<file path="config.mk">
export PLATFORM = sky130hd
export DESIGN_NAME = id_ex_fwd_stage
export DESIGN_NICKNAME = d
export VERILOG_FILES = /design/src/rtl/mips_pipe_pkg.sv /design/src/rtl/fwd_sel.sv /design/src/rtl/id_ex_fwd_stage.sv
export SDC_FILE = /design/constraint.sdc
export NUM_CORES = 1
export LEC_CHECK = 0
export BUFFER_PORTS_ARGS = -buffer_cell sky130_fd_sc_hd__clkbuf_2
export CORE_MARGIN = 10
export CORE_UTILIZATION = 40
export CTS_CLUSTER_DIAMETER = 50
export DETAILED_ROUTE_END_ITERATION = 12
export PLACE_DENSITY = 0.69
export SLEW_MARGIN = 10
export SYNTH_ARGS = -nofsm -noshare
export SYNTH_HDL_FRONTEND = slang
export SYNTH_SLANG_ARGS = --single-unit
export TNS_END_PERCENT = 5
</file>
<file path="constraint.sdc">
create_clock -name clk -period 3.08 [get_ports clk]
set_input_delay 0.616 -clock clk [delete_from_list [all_inputs] [get_ports clk]]
set_output_delay 0.616 -clock clk [all_outputs]
set_load 0.005 [all_outputs]
</file>
<file path="src/rtl/mips_pipe_pkg.sv">
// -----------------------------------------------------------------------------
// mips_pipe_pkg
// Shared definitions for the ID/EX pipeline stage and its forwarding logic:
//   DEF_DATA_W / DEF_REG_W : default datapath and register-index widths
//   BUBBLE_CNT_W           : width of the bubble statistics counter
//   fwd_sel_e              : operand forwarding source select
//   sat_inc_bubble()       : saturating increment for the bubble counter
// -----------------------------------------------------------------------------
package mips_pipe_pkg;

    localparam int DEF_DATA_W   = 16;
    localparam int DEF_REG_W    = 5;
    localparam int BUBBLE_CNT_W = 16;

    typedef enum logic [1:0] {
        FWD_NONE = 2'd0,
        FWD_MEM  = 2'd1,
        FWD_WB   = 2'd2
    } fwd_sel_e;

    // Counter sticks at all-ones instead of wrapping back to zero.
    function automatic logic [BUBBLE_CNT_W-1:0] sat_inc_bubble(
        input logic [BUBBLE_CNT_W-1:0] cnt
    );
        logic [BUBBLE_CNT_W-1:0] res;
        if (cnt == {BUBBLE_CNT_W{1'b1}}) begin
            res = cnt;
        end else begin
            res = cnt + {{(BUBBLE_CNT_W-1){1'b0}}, 1'b1};
        end
        return res;
    endfunction

endpackage

</file>
<file path="src/rtl/fwd_sel.sv">
// -----------------------------------------------------------------------------
// fwd_sel
// Picks the forwarding source for one EX operand register index.
//   src           : register index the operand was read from
//   mem_reg_write : EX/MEM stage will write a register
//   mem_rd        : EX/MEM destination index
//   wb_reg_write  : MEM/WB stage will write a register
//   wb_rd         : MEM/WB destination index
//   sel           : FWD_MEM, FWD_WB or FWD_NONE
// The younger EX/MEM result wins over MEM/WB. Index 0 is hard-wired zero and is
// never forwarded.
// -----------------------------------------------------------------------------
module fwd_sel
    import mips_pipe_pkg::*;
#(
    parameter int REG_W = DEF_REG_W
) (
    input  logic [REG_W-1:0] src,
    input  logic             mem_reg_write,
    input  logic [REG_W-1:0] mem_rd,
    input  logic             wb_reg_write,
    input  logic [REG_W-1:0] wb_rd,
    output fwd_sel_e         sel
);

    logic mem_hit_s;
    logic wb_hit_s;

    assign mem_hit_s = mem_reg_write && (mem_rd != {REG_W{1'b0}}) && (mem_rd == src);
    assign wb_hit_s  = wb_reg_write  && (wb_rd  != {REG_W{1'b0}}) && (wb_rd  == src);

    // Priority select: EX/MEM result, then MEM/WB result, then register file value.
    always_comb begin
        sel = FWD_NONE;
        if (mem_hit_s) begin
            sel = FWD_MEM;
        end else if (wb_hit_s) begin
            sel = FWD_WB;
        end else begin
            sel = FWD_NONE;
        end
    end

endmodule

</file>
<file path="src/rtl/id_ex_fwd_stage.sv">
// -----------------------------------------------------------------------------
// id_ex_fwd_stage
// ID/EX pipeline register with operand forwarding and load-use hazard detection.
// Ports:
//   clk, rst                       : clock, synchronous active-high reset
//   id_*                           : decoded instruction from ID
//   stall                          : hold the register contents
//   flush                          : replace the register contents with a bubble
//   mem_reg_write/mem_rd/mem_result: EX/MEM writeback info (forward source)
//   wb_reg_write/wb_rd/wb_result   : MEM/WB writeback info (forward source)
//   ex_*                           : instruction presented to EX; ex_op_a and
//                                    ex_rt_fwd are already forwarded
//   hazard_stall                   : load-use stall request to IF/ID
//   bubble_cnt                     : saturating count of inserted bubbles
// Update priority each edge: rst > flush > hazard_stall > stall > load.
// -----------------------------------------------------------------------------
module id_ex_fwd_stage
    import mips_pipe_pkg::*;
#(
    parameter int DATA_W = DEF_DATA_W,
    parameter int REG_W  = DEF_REG_W
) (
    input  logic                    clk,
    input  logic                    rst,
    input  logic                    id_valid,
    input  logic [DATA_W-1:0]       id_rs_val,
    input  logic [DATA_W-1:0]       id_rt_val,
    input  logic [DATA_W-1:0]       id_imm,
    input  logic [REG_W-1:0]        id_rs,
    input  logic [REG_W-1:0]        id_rt,
    input  logic [REG_W-1:0]        id_rd,
    input  logic                    id_alu_src,
    input  logic                    id_reg_write,
    input  logic                    id_mem_read,
    input  logic                    stall,
    input  logic                    flush,
    input  logic                    mem_reg_write,
    input  logic [REG_W-1:0]        mem_rd,
    input  logic [DATA_W-1:0]       mem_result,
    input  logic                    wb_reg_write,
    input  logic [REG_W-1:0]        wb_rd,
    input  logic [DATA_W-1:0]       wb_result,
    output logic                    ex_valid,
    output logic [DATA_W-1:0]       ex_op_a,
    output logic [DATA_W-1:0]       ex_rt_fwd,
    output logic [DATA_W-1:0]       ex_imm,
    output logic [REG_W-1:0]        ex_rd,
    output logic                    ex_alu_src,
    output logic                    ex_reg_write,
    output logic                    ex_mem_read,
    output logic                    hazard_stall,
    output logic [BUBBLE_CNT_W-1:0] bubble_cnt
);

    logic                    valid_q,     valid_d;
    logic [DATA_W-1:0]       rs_val_q,    rs_val_d;
    logic [DATA_W-1:0]       rt_val_q,    rt_val_d;
    logic [DATA_W-1:0]       imm_q,       imm_d;
    logic [REG_W-1:0]        rs_q,        rs_d;
    logic [REG_W-1:0]        rt_q,        rt_d;
    logic [REG_W-1:0]        rd_q,        rd_d;
    logic                    alu_src_q,   alu_src_d;
    logic                    reg_write_q, reg_write_d;
    logic                    mem_read_q,  mem_read_d;
    logic [BUBBLE_CNT_W-1:0] bubble_cnt_q, bubble_cnt_d;

    logic     hazard_s;
    fwd_sel_e rs_sel_s;
    fwd_sel_e rt_sel_s;

    // Load-use: the load in EX cannot supply its data in time for the
    // instruction currently in ID, so ID must wait one cycle.
    assign hazard_s = valid_q && mem_read_q && (rd_q != {REG_W{1'b0}}) && id_valid &&
                      ((rd_q == id_rs) || (rd_q == id_rt));

    // Next-state for the ID/EX register and bubble counter.
    always_comb begin
        valid_d      = valid_q;
        rs_val_d     = rs_val_q;
        rt_val_d     = rt_val_q;
        imm_d        = imm_q;
        rs_d         = rs_q;
        rt_d         = rt_q;
        rd_d         = rd_q;
        alu_src_d    = alu_src_q;
        reg_write_d  = reg_write_q;
        mem_read_d   = mem_read_q;
        bubble_cnt_d = bubble_cnt_q;
        if (flush || hazard_s) begin
            // Bubble: kill controls only, data fields keep their old values.
            valid_d      = 1'b0;
            alu_src_d    = 1'b0;
            reg_write_d  = 1'b0;
            mem_read_d   = 1'b0;
            bubble_cnt_d = sat_inc_bubble(bubble_cnt_q);
        end else if (stall) begin
            valid_d      = valid_q;
        end else begin
            valid_d      = id_valid;
            rs_val_d     = id_rs_val;
            rt_val_d     = id_rt_val;
            imm_d        = id_imm;
            rs_d         = id_rs;
            rt_d         = id_rt;
            rd_d         = id_rd;
            alu_src_d    = id_alu_src;
            reg_write_d  = id_reg_write;
            mem_read_d   = id_mem_read;
        end
    end

    // ID/EX state register with synchronous reset.
    always_ff @(posedge clk) begin
        if (rst) begin
            valid_q      <= 1'b0;
            rs_val_q     <= {DATA_W{1'b0}};
            rt_val_q     <= {DATA_W{1'b0}};
            imm_q        <= {DATA_W{1'b0}};
            rs_q         <= {REG_W{1'b0}};
            rt_q         <= {REG_W{1'b0}};
            rd_q         <= {REG_W{1'b0}};
            alu_src_q    <= 1'b0;
            reg_write_q  <= 1'b0;
            mem_read_q   <= 1'b0;
            bubble_cnt_q <= {BUBBLE_CNT_W{1'b0}};
        end else begin
            valid_q      <= valid_d;
            rs_val_q     <= rs_val_d;
            rt_val_q     <= rt_val_d;
            imm_q        <= imm_d;
            rs_q         <= rs_d;
            rt_q         <= rt_d;
            rd_q         <= rd_d;
            alu_src_q    <= alu_src_d;
            reg_write_q  <= reg_write_d;
            mem_read_q   <= mem_read_d;
            bubble_cnt_q <= bubble_cnt_d;
        end
    end

    fwd_sel #(.REG_W(REG_W)) u_fwd_rs (
        .src           (rs_q),
        .mem_reg_write (mem_reg_write),
        .mem_rd        (mem_rd),
        .wb_reg_write  (wb_reg_write),
        .wb_rd         (wb_rd),
        .sel           (rs_sel_s)
    );

    fwd_sel #(.REG_W(REG_W)) u_fwd_rt (
        .src           (rt_q),
        .mem_reg_write (mem_reg_write),
        .mem_rd        (mem_rd),
        .wb_reg_write  (wb_reg_write),
        .wb_rd         (wb_rd),
        .sel           (rt_sel_s)
    );

    // Operand A mux; evaluated every cycle so a held instruction still
    // picks up results that arrive while it waits.
    always_comb begin
        ex_op_a = rs_val_q;
        case (rs_sel_s)
            FWD_MEM:  ex_op_a = mem_result;
            FWD_WB:   ex_op_a = wb_result;
            FWD_NONE: ex_op_a = rs_val_q;
            default:  ex_op_a = rs_val_q;
        endcase
    end

    // rt operand mux (store data / second ALU operand before the imm mux).
    always_comb begin
        ex_rt_fwd = rt_val_q;
        case (rt_sel_s)
            FWD_MEM:  ex_rt_fwd = mem_result;
            FWD_WB:   ex_rt_fwd = wb_result;
            FWD_NONE: ex_rt_fwd = rt_val_q;
            default:  ex_rt_fwd = rt_val_q;
        endcase
    end

    assign ex_valid     = valid_q;
    assign ex_imm       = imm_q;
    assign ex_rd        = rd_q;
    assign ex_alu_src   = alu_src_q;
    assign ex_reg_write = reg_write_q && valid_q;
    assign ex_mem_read  = mem_read_q && valid_q;
    assign hazard_stall = hazard_s;
    assign bubble_cnt   = bubble_cnt_q;

endmodule

</file>
### After elaboration in Yosys (flattened, before gate mapping)

Index checks and enable logic that the tools add are counted.

| word-level totals | value |
|---|---|
| bits in registers | 83 |
| bits of input ports | 115 |
| output and inout port bits | 74 |
| word-level logic and storage cells | 51 |

| cells by class | value |
|---|---|
| add/sub/neg operators | 1 |
| eq/ne operators | 11 |
| mux-type cells | 6 |
| bitwise operators | 3 |
| reduce and logical (&&, ||, !) cells | 19 |

Operator list:

| operator | count |
|---|---|
| $pmux W16 S2 | 2 |
| $eq A5 B5 Y1 | 6 |
| $add A16 B1 Y16 const B | 1 |
| $eq A16 B16 Y1 const B | 1 |
| $reduce_bool A5 Y1 | 3 |
| $logic_and A1 B1 Y1 | 11 |
| $mux W2 | 4 |
| $eq A2 B1 Y1 const B | 2 |
| $eq A2 B2 Y1 const B | 2 |
| $reduce_and A2 Y1 | 2 |
| $not A1 Y1 | 3 |
| $logic_or A1 B1 Y1 | 2 |
| $reduce_or A2 Y1 | 1 |

### Depth between registers and ports, before layout

Gate-level depths: netlist (run 1).

| logic depth | value |
|---|---|
| word-level depth | 7 |
| depth in mapped cells | 8 |

### Hierarchy

From an unflattened synthesis (run 1), not the netlist that was laid out.

| second synthesis, totals | value |
|---|---|
| cell total of the unflattened synthesis | 574 |
| area, all modules | 4384.2 um^2 |

Modules (own cells, without submodules):

| module | times used | cells each | area an instance (um^2) | seq. area each (um^2) |
|---|---|---|---|---|
| id_ex_fwd_stage | 1 | 532 | 4066.4 | 1661.6 |
| fwd_sel | 2 | 21 | 158.9 | 0.0 |

### Worst setup path before layout (run 1)

No wires, ideal clock.

| timing path | value |
|---|---|
| kind | input -> output |
| from | input wb_rd[0] |
| to | output ex_op_a[0] |
| arrival time | 1.996 ns |
| required time | 2.464 ns |
| path slack | 0.468 ns |
| stages on the path | 6 |
| cell sequence | or4_1 -> o21ai_2 -> nor4_4 -> buf_4 -> mux2i_1 -> o21ai_0 |

| between the ends | value |
|---|---|
| cells in the longest elaborated chain, start to end | 7 |
| elaborated cells between the ends (all ways) | 9 |

RTL lines:

| element | line | RTL |
|---|---|---|
| start: declaration | id_ex_fwd_stage.sv:41 | `input logic [REG_W-1:0] wb_rd,` |
| $reduce_bool A5 Y1 | fwd_sel.sv:30 | `assign wb_hit_s = wb_reg_write && (wb_rd != {REG_W{1'b0}}) && (wb_rd == src);` |
| $logic_and A1 B1 Y1 | fwd_sel.sv:30 |  |
| $logic_and A1 B1 Y1 (*) | fwd_sel.sv:30 |  |
| $mux W2 (*) | fwd_sel.sv:37 | `end else if (wb_hit_s) begin` |
| $mux W2 (*) | fwd_sel.sv:35 | `if (mem_hit_s) begin` |
| $eq A2 B2 Y1 / $eq A2 B1 Y1 (equally long branches) | id_ex_fwd_stage.sv:163 | `case (rs_sel_s)` |
| $pmux W16 S2 (*) | id_ex_fwd_stage.sv:163 |  |
| end: declaration | id_ex_fwd_stage.sv:44 | `output logic [DATA_W-1:0] ex_op_a,` |

Mark *: on every way between the ends. The rest lies on a longest branch, timed or not.

### Final worst setup path (run 1)

| timing path | value |
|---|---|
| from | input mem_rd[4] |
| to | output ex_rt_fwd[6] |

| between the ends | value |
|---|---|
| cells in the longest elaborated chain, start to end | 6 |
| elaborated cells between the ends (all ways) | 8 |

RTL lines:

| element | line | RTL |
|---|---|---|
| start: declaration | id_ex_fwd_stage.sv:38 | `input logic [REG_W-1:0] mem_rd,` |
| $reduce_bool A5 Y1 | fwd_sel.sv:29 | `assign mem_hit_s = mem_reg_write && (mem_rd != {REG_W{1'b0}}) && (mem_rd == src);` |
| $logic_and A1 B1 Y1 | fwd_sel.sv:29 |  |
| $logic_and A1 B1 Y1 (*) | fwd_sel.sv:29 |  |
| $mux W2 (*) | fwd_sel.sv:35 |  |
| $eq A2 B2 Y1 / $eq A2 B1 Y1 (equally long branches) | id_ex_fwd_stage.sv:174 | `case (rt_sel_s)` |
| $pmux W16 S2 (*) | id_ex_fwd_stage.sv:174 |  |
| end: declaration | id_ex_fwd_stage.sv:45 | `output logic [DATA_W-1:0] ex_rt_fwd,` |

Marks and branches as above.

==> impl_metrics.tcl, run 1 <==
set metrics [dict create \
    arrival_ns 2.31 \
    dieArea_um2 15120 \
    min_period_over_period_pct 95.01 \
    critPathLaunchType "input port" \
    fp.dieH_um 123.0 \
    critPathTopFamily "simple AND/OR/NAND/NOR gates" \
    gp_congestion 0.9237 \
    grtUsageTotal_pct 17.58 \
    clockBufferDepth 2 \
    gr-total-overflow 0 \
    place_hpwl_mm 11.08 \
    synth_cell_type_count 40 \
    grt_pass1_wl_mm 21.58 \
    synth_warnings 0 \
    timing.fmax_ghz 0.3417 \
    fin_nets 846 \
    yosys-top-cells-area "dfxtp_1 (39%), nand2_1 (15%), a21oi_1 (9.3%)" \
    synth_area_um2 4240 \
    synth-seq-cells 83 \
    drt_iter0_drc 198 \
    syn_nets 664 \
    critPathMaxStageDelay_ns 0.51 \
    ant_nets 0 \
    finalCriticalPeriod_ns 2.926 \
    clkLatencyLatePin_ns 0.35 \
    p_leak_nw 2.285 \
    hold_slack_ns 0.4545 \
    end_kind "output pin" \
    rrSetupSlack_ns 0.39 \
    numPortBuffers 188 \
    synth-async-reset-ratio_pct 0 \
    fill_cells 1000 \
    worst_pin_slew_ns 0.8504 \
    path_cells "clkbuf_2 -> or4_1 -> o21ai_0 -> nor4_2 -> buf_4 -> o21ai_0 -> clkbuf_2" \
    fp.dieW_um 123.0 \
    netlist_instances 548 \
    synth_area_leader_cell "dfxtp_1" \
    cts-root-buf "clkbuf_8" \
    relSlewSlack_pct 43.31 \
    max_cap_violations 0 \
    path_buf_inv 3 \
    start_util_pct 41.07 \
    area_growth_pct 31.25 \
    drc 0 \
    critPathKind "input port to output pin" \
    path_clk_slew_ns 0.08 \
    drv_slew 0 \
    p_total_mw 2.252 \
    slowest_stage "or4_1" \
    finalHoldViolations 0 \
    synth_edf_count 0 \
    rows 37 \
    clock_skew_ns 0.008867 \
    crit_fanout 32 \
    cts_sinks 83 \
    antenna_found_initial 2 \
    setup_viol 0 \
    layout-drive-gt1-share_pct 31.38 \
    grt_pass1_vias 4289 \
    cts_inserted_buffers 9 \
    vdd_drop_max_v 0.0001793 \
    synthDominantCellAreaShare_pct 39.19 \
    cts.repair.resized 0 \
    vias 4364 \
    htreeDepth 3 \
    io_pins 189 \
    dr.pass1.iters 4 \
    yosysSeqAreaShare_pct 39.19 \
    core_um2 10320 \
    wl_per_cell_um 15.99 \
    status "finished, final reports clean" \
    yosysMostFrequentCell "nand2_1" \
    power.density_nw_per_um2 404.6 \
    viasPerCell 5.016 \
    hold_path_class "flop to flop" \
    rsz0062_at_grt "false" \
    grt_start_max_net_pins 54 \
    synth_common_cells "nand2_1 (166), dfxtp_1 (83), a21oi_1 (79)" \
    synth_area_per_cell_um2 7.738 \
    totalWireLength_mm 13.91 \
    ys.flop_type "dfxtp_1" \
    cp.required_ns 2.46 \
    cts_tree "built" \
]
==> layer usage <==
metal	GRT usage, %	vias up	wire length [um]
li1	-	2233	-
met1	20.64	1979	5664
met2	29.32	130	6867
met3	5.333	20	1103
met4	7.216	2	264
met5	0	-	13
==> tightest hold or removal path: stages (launching register included) <==
cell and delay, ns:
dfxtp_1 0.31, nand2_1 0.05, a21oi_1 0.05
==> sequential cells by signal, summed over array words and instances, names as in the netlist <==
| signal | count |
|---|---|
| ex_rd | 5 |
| rt_val_q | 16 |
| bubble_cnt | 16 |
| ex_valid | 1 |
| rt_q | 5 |
| ex_imm | 16 |
| rs_val_q | 16 |
| reg_write_q | 1 |
| ex_alu_src | 1 |
| mem_read_q | 1 |
| rs_q | 5 |
==> final cells by class <==
type / count / area [um^2] / share of cell area [%]
sequential: 83 / 1662 / 29.86
clock buffer: 13 / 178.9 / 3.215
multi-input combinational: 428 / 2410 / 43.30
clock inverter: 1 / 7.507 / 0.1349
timing repair buffer: 203 / 1116 / 20.05
antenna: 1 / 2.502 / 0.04496
inverter: 5 / 18.77 / 0.3372
tap: 136 / 170.2 / 3.058
==> worst paths after layout <==
check	from	endpoint	cells past startpoint
worst max-delay path	mem_rd[4]	ex_rt_fwd[6]	7
worst min-delay path	ex_imm[11]$_SDFFE_PP0P_	ex_imm[11]$_SDFFE_PP0P_	2
worst max register to register	bubble_cnt[0]$_SDFFE_PP0P_	bubble_cnt[3]$_SDFFE_PP0P_	7
worst min register to register	ex_imm[11]$_SDFFE_PP0P_	ex_imm[11]$_SDFFE_PP0P_	2
==> stage by stage <==
stage / setup TNS [ns] / setup WS, ns / cells / cell area [um^2] / utilization (%)
after floorplan: 0 / 0.4683 / 548 / 4240 / -
after global placement: -0.5769 / -0.1559 / 852 / 5341 / 51.74
after detailed placement: -1.976 / -0.2296 / 852 / 5341 / 51.74
after CTS: 0 / 0.1346 / 869 / 5563 / 53.88
after global routing: 0 / 0.03127 / 869 / 5563 / 53.88
final: 0 / 0.1536 / 870 / 5565 / 53.91
==> cell families after synthesis <==
| kind of cell | count (synthesis) | share of synthesized area, % |
|---|---|---|
| AND/OR/NAND/NOR | 223 | 23.19 |
| AO/OA/AOI/OAI | 137 | 17.97 |
| flip-flops | 83 | 39.19 |
| buffers and inverters | 37 | 4.456 |
| multiplexers | 36 | 8.498 |
| XOR/XNOR | 31 | 6.403 |
| adder cells (fa/ha/maj) | 1 | 0.2950 |
==> where the power goes <==
| part | internal, mW | leakage, nW | total (mW) | switching, mW |
|---|---|---|---|---|
| logic | 0.170 | 1.51 | 0.359 | 0.189 |
| clock network | 0.373 | 0.0936 | 0.743 | 0.371 |
| registers | 1.11 | 0.677 | 1.15 | 0.0345 |
==> timing repair <==
item | 4_1_cts | 5_1_grt
setup buffers | 3 | 0
hold buffers | 0 | 0
endpoints found under the setup margin | 16 | 0
==> cell usage in the layout (no fill, tap or decap), types with 7 or more instances in the layout <==
cell type,Yosys,routed
mux2i_1,36,36
xnor2_1,23,23
clkbuf_8,0,13
clkbuf_2,0,188
or3_1,8,8
nand3_1,13,13
xor2_1,8,8
buf_4,5,10
nor3_1,7,7
nand2_1,166,166
o21ai_0,36,36
a21oi_1,79,79
dfxtp_1,83,83
Note: power is estimated with default switching activity, not from simulation.
==> run 2, diff against run 1 <==
Settings changed: BUFFER_PORTS_ARGS -buffer_cell sky130_fd_sc_hd__clkbuf_2 to unset, DONT_BUFFER_PORTS set to 1, PLACE_DENSITY 0.69 to 0.53.
==> run 2 against run 1 <==
Register-to-register slack gained 0.42 ns. Die area is the same. Cell area shrank 19%. Final cell count shrank 22%. Count of clock-buffer cells in the layout shrank 3. Fmax grew 6.7%. Setup slack gained 0.18 ns. Largest cell class unchanged. Largest power group unchanged.
==> impl_metrics.tcl, run 2 (synthesis gave the netlist of run 1 again) <==
set metrics [dict create \
    grt_pass1_wl_mm 18.57 \
    path_clk_slew_ns 0.08 \
    start_util_pct 41.07 \
    dr.pass1.iters 4 \
    critPathKind "input port to output pin" \
    critPathLaunchType "input port" \
    worst_pin_slew_ns 0.5787 \
    grt_pass1_vias 3553 \
    multi_input_area_um2 2410 \
    hold_path_class "input port to flop" \
    finalHoldViolations 0 \
    max_cap_violations 0 \
    setup_viol 0 \
    vdd_drop_max_v 0.0002427 \
    clockBufferDepth 2 \
    final_common_cell "nand2_1" \
    fill_cells 1078 \
    cts_inserted_buffers 9 \
    crit_fanout 16 \
    core_um2 10320 \
    cts_sinks 83 \
    ant_nets 0 \
    timing.fmax_ghz 0.3645 \
    place_inst 661 \
    wl_per_cell_um 18.11 \
    cts-root-buf "clkbuf_8" \
    critPathMaxStageDelay_ns 0.53 \
    end_kind "output pin" \
    fin_nets 652 \
    area_growth_pct 6.964 \
    path_cells "or4_1 -> o21ai_2 -> nor4_4 -> buf_4 -> mux2i_1 -> o21ai_0" \
    viasPerCell 5.446 \
    fin_cells 677 \
    seq_area_um2 1662 \
    drc 0 \
    rsz0062_at_grt "false" \
    io_pins 189 \
    vias 3687 \
    min_period_over_period_pct 89.09 \
    mostFrequentLayoutCells "nand2_1 (166), dfxtp_1 (83), a21oi_1 (79)" \
    antenna_found_initial 0 \
    slowest_stage "or4_1" \
    gp_congestion 0.7963 \
    grtUsageTotal_pct 15.27 \
    path_buf_inv 1 \
    power.density_nw_per_um2 483.6 \
    fp.dieH_um 123.0 \
    hold_buffers 0 \
    finalCriticalPeriod_ns 2.744 \
    dieArea_um2 15120 \
    clkLatencyLatePin_ns 0.35 \
    cp.required_ns 2.46 \
    arrival_ns 2.13 \
    cts_setup_buffers 0 \
    grt_start_max_net_pins 84 \
    p_leak_nw 1.439 \
    drv_slew 0 \
    cts_tree "built" \
    fp.dieW_um 123.0 \
    gr-total-overflow 0 \
    antenna_cells 0 \
    clock_skew_ns 0.005070 \
    layout-drive-gt1-share_pct 6.839 \
    tns_ns 0 \
    numPortBuffers 0 \
    status "finished, final reports clean" \
    p_total_mw 2.193 \
    place_hpwl_mm 9.402 \
    rows 37 \
    critPathTopFamily "simple AND/OR/NAND/NOR gates" \
    relSlewSlack_pct 61.42 \
    totalWireLength_mm 12.26 \
    drt_iter0_drc 208 \
    htreeDepth 3 \
    cts.repair.resized 0 \
]
run 2: cell count changes in the layout (fill, tap and decap cells not counted), sizes merged:
cell / previous run / this run
clkbuf: 201 / 10
buf: 15 / 9
clkinv: 0 / 4
bufinv: 0 / 2
clkinvlp: 1 / 0
diode: 1 / 0
run 2: metal layers:
layer / routed length [um] / up-vias / GRT usage (%)
li1: - / 1849 / -
met1: 5001 / 1694 / 17.17
met2: 5765 / 129 / 25.07
met3: 1295 / 15 / 6.335
met4: 198 / 0 / 6.406
met5: 0 / - / 0
run 2: per-stage QoR:
stage | area, um^2 | hold slack, ns | utilization, % | worst slack, ns
after floorplan | 4240 | 0.4357 | - | 0.4683
after global placement | 4328 | 0.4418 | 41.92 | 0.3678
after detailed placement | 4328 | 0.4426 | 41.92 | 0.2979
after CTS | 4536 | 0.3004 | 43.93 | 0.3125
after global routing | 4536 | 0.3017 | 43.93 | 0.1942
final | 4536 | 0.3233 | 43.93 | 0.3361
run 2: layout make-up:
class                      count  share of cell area (%)
clock buffer                  10                   2.814
clock inverter                 6                   1.766
inverter                       5                  0.4138
multi-input combinational    428                   53.13
sequential                    83                   36.63
tap                          136                   3.752
timing repair buffer           9                   1.490
run 2: where the power goes:
| part | internal (mW) | switching [mW] | leakage, nW |
|---|---|---|---|
| clock | 0.452 | 0.391 | 0.110 |
| combinational | 0.0855 | 0.113 | 0.652 |
| sequential | 1.11 | 0.0384 | 0.677 |
run 2: final timing paths:
path                              start                    endpoint  slack, ns  cells past startpoint
max reg2reg  bubble_cnt[0]$_SDFFE_PP0P_  bubble_cnt[7]$_SDFFE_PP0P_       0.81                      8
min reg2reg   rs_val_q[12]$_SDFFE_PP0P_   rs_val_q[12]$_SDFFE_PP0P_       0.45                      2
min                                 rst      ex_imm[7]$_SDFFE_PP0P_       0.32                      1
max                            wb_rd[0]                  ex_op_a[0]       0.34                      6
==> run 3, diff against run 2 <==
Settings changed: ABC_AREA set to 1, CORE_UTILIZATION 40 to 65, PLACE_DENSITY 0.53 to 0.8.
==> run 3 against run 2 <==
First-iteration DRC count up 21%. Final cell count up 19%. Critical path type is now flop to output pin. Synthesized cell count up 32%. Area after synthesis up 9.6%. Setup slack better by 0.15 ns. Count of clock-buffer cells in the layout down 1. Critical path depth unchanged. Fmax up 5.9%.
==> impl_metrics.tcl, run 3 <==
set metrics [dict create \
    cts_inserted_buffers 9 \
    drc 0 \
    p_total_mw 2.152 \
    rrSetupSlack_ns 0.85 \
    timing.fmax_ghz 0.3861 \
    end_kind "output pin" \
    synth_fa_ha_area_share_pct 0.2691 \
    yosys-top-cells-area "dfxtp_1 (36%), nand2_1 (17%), nor2_1 (6.7%)" \
    hold_buffers 0 \
    yosysMostFrequentCell "nand2_1" \
    cts_tree "built" \
    max_cap_violations 0 \
    place_hpwl_mm 10.67 \
    synth-compound-area-share_pct 9.499 \
    fin_nets 818 \
    grt_pass1_wl_mm 21.64 \
    hold_path_class "input port to flop" \
    p_leak_nw 2.134 \
    yosys.area_share.xor_xnor_pct 4.144 \
    synth_area_um2 4649 \
    crit_fanout 16 \
    min_from "rst" \
    finalHoldViolations 0 \
    critPathLaunchType "flop" \
    arrival_ns 1.97 \
    grt_pass1_vias 4411 \
    clkLatencyLatePin_ns 0.35 \
    min_period_over_period_pct 84.09 \
    dr.pass1.iters 5 \
    layout-drive-gt1-share_pct 7.496 \
    r2r_end "bubble_cnt[6]$_SDFFE_PP0P_" \
    critPathKind "flop to output pin" \
    clockBufferDepth 2 \
    synth_edf_count 0 \
    synthDominantCellAreaShare_pct 35.74 \
    gr-total-overflow 0 \
    cts_sinks 83 \
    clock_skew_ns 0.009041 \
    antenna_cells 0 \
    synth_top_family_by_area "simple AND/OR/NAND/NOR gates" \
    relSlewSlack_pct 58.86 \
    drv_slew 0 \
    synth_cell_type_count 26 \
    area_growth_pct 3.579 \
    setup_viol 0 \
    cp.required_ns 2.46 \
    synth-async-reset-ratio_pct 0 \
    numPortBuffers 0 \
    cts-root-buf "clkbuf_8" \
    path_clk_slew_ns 0.10 \
    mostFrequentLayoutCells "nand2_1 (212), nor2_1 (83), dfxtp_1 (83)" \
    netlist_instances 724 \
    finalCriticalPeriod_ns 2.590 \
    viasPerCell 5.750 \
    htreeDepth 3 \
    cp-endpoint "ex_op_a[9]" \
    ys.flop_type "dfxtp_1" \
    worstSetupStartpoint "rs_q[0]$_SDFFE_PP0P_" \
    synthSimpleGateAreaFrac_pct 39.69 \
    rows 30 \
    grtUsageTotal_pct 23.57 \
    ant_nets 0 \
    syn_nets 840 \
    r2r_cells 13 \
    vdd_drop_max_v 0.0002973 \
    cts.repair.resized 0 \
    rsz0062_at_grt "false" \
    synth-seq-cells 83 \
    core_um2 6869 \
    final_common_cell "nand2_1" \
    power.density_nw_per_um2 446.8 \
    fill_cells 637 \
    synth_area_leader_cell "dfxtp_1" \
    r2r-start "ex_rd[3]$_SDFFE_PP0P_" \
    gp_congestion 0.8891 \
    io_pins 189 \
    start_util_pct 67.69 \
    status "finished, final reports clean" \
    antenna_found_initial 0 \
    synth_warnings 0 \
    fp.dieW_um 104.6 \
    synth_area_per_cell_um2 6.422 \
    synth_common_cells "nand2_1 (212), dfxtp_1 (83), nor2_1 (83)" \
    seq_area_um2 1662 \
    vias 4617 \
    worst_pin_slew_ns 0.6164 \
    muxShareOfSynthArea_pct 0 \
    wl_per_cell_um 17.16 \
    cts_setup_buffers 0 \
    fp.dieH_um 104.6 \
    multi_input_area_um2 2492 \
    drt_iter0_drc 252 \
    yosysSeqAreaShare_pct 35.74 \
    totalWireLength_mm 13.78 \
    tns_ns 0 \
    dieArea_um2 10940 \
    grt_start_max_net_pins 86 \
]
## run 3: changes by cell type in the layout (fill, tap and decap cells not counted), sizes merged, moves of 36 or more
cell / change
nand2: +48
nand4: +40
o21ai: -44
inv: +72
nand3: +46
nor2: +79
mux2i: -36
## run 3: layout make-up
type	instances	area share (%)
Clock buffer	9	2.572
Clock inverter	7	1.247
Inverter	74	5.768
Multi-Input combinational cell	525	51.75
Sequential cell	83	34.50
Tap cell	96	2.494
Timing Repair Buffer	9	1.663
## run 3: report_power, final
group | internal [mW] | switching (mW) | leakage [nW]
clock | 0.307 | 0.427 | 0.0848
sequential | 1.12 | 0.0386 | 0.679
combinational | 0.0996 | 0.160 | 1.37
## run 3: how the worst min path moves through the flow
stage          depth (start not counted)                        to  slack (ns)
2_1_floorplan                          2   mem_read_q$_SDFFE_PP0N_        0.44
3_3_place_gp                           2   mem_read_q$_SDFFE_PP0N_        0.44
3_5_place_dp                           2  rt_val_q[8]$_SDFFE_PP0P_        0.46
4_1_cts                                1   ex_imm[11]$_SDFFE_PP0P_        0.31
5_1_grt                                1    ex_imm[9]$_SDFFE_PP0P_        0.30
6_report                               1   ex_imm[11]$_SDFFE_PP0P_        0.32
## run 3: stage by stage
step	hold WS (ns)	std cells	setup slack, ns	cell area, um^2	util (%)
after CTS	0.3089	803	0.4881	4816	70.11
after detailed placement	0.4551	787	0.5355	4632	67.43
after global routing	0.2955	803	0.3334	4816	70.11
after floorplan	0.4366	724	0.8635	4649	-
final	0.3179	803	0.4900	4816	70.11
after global placement	0.4440	787	0.5762	4632	67.43
## run 3: logic make-up after synthesis
family | count (synthesis)
xor gates and xnor gates | 22
DFF | 83
AOI/OAI and AO/OA | 79
and+or+nand+nor | 423
buffers and inverters | 116
adders and majority gates | 1
## run 3: critical path: stages, from the launching register on
cell and delay (ns):
dfxtp_1 0.40, xnor2_1 0.14, nand2_1 0.07, nor2_1 0.11
nand4_1 0.17, nand2_1 0.49, o211ai_1 0.24
## run 3: layer usage
layer | GRT usage (%) | up-vias | share of wire (%) | wire length, um
li1 | - | 2283 | - | -
met1 | 26.40 | 2086 | 39 | 5308
met2 | 40.15 | 216 | 49 | 6713
met3 | 7.801 | 32 | 10 | 1377
met4 | 10.00 | 0 | 2.8 | 382
met5 | 0 | - | 0 | 0
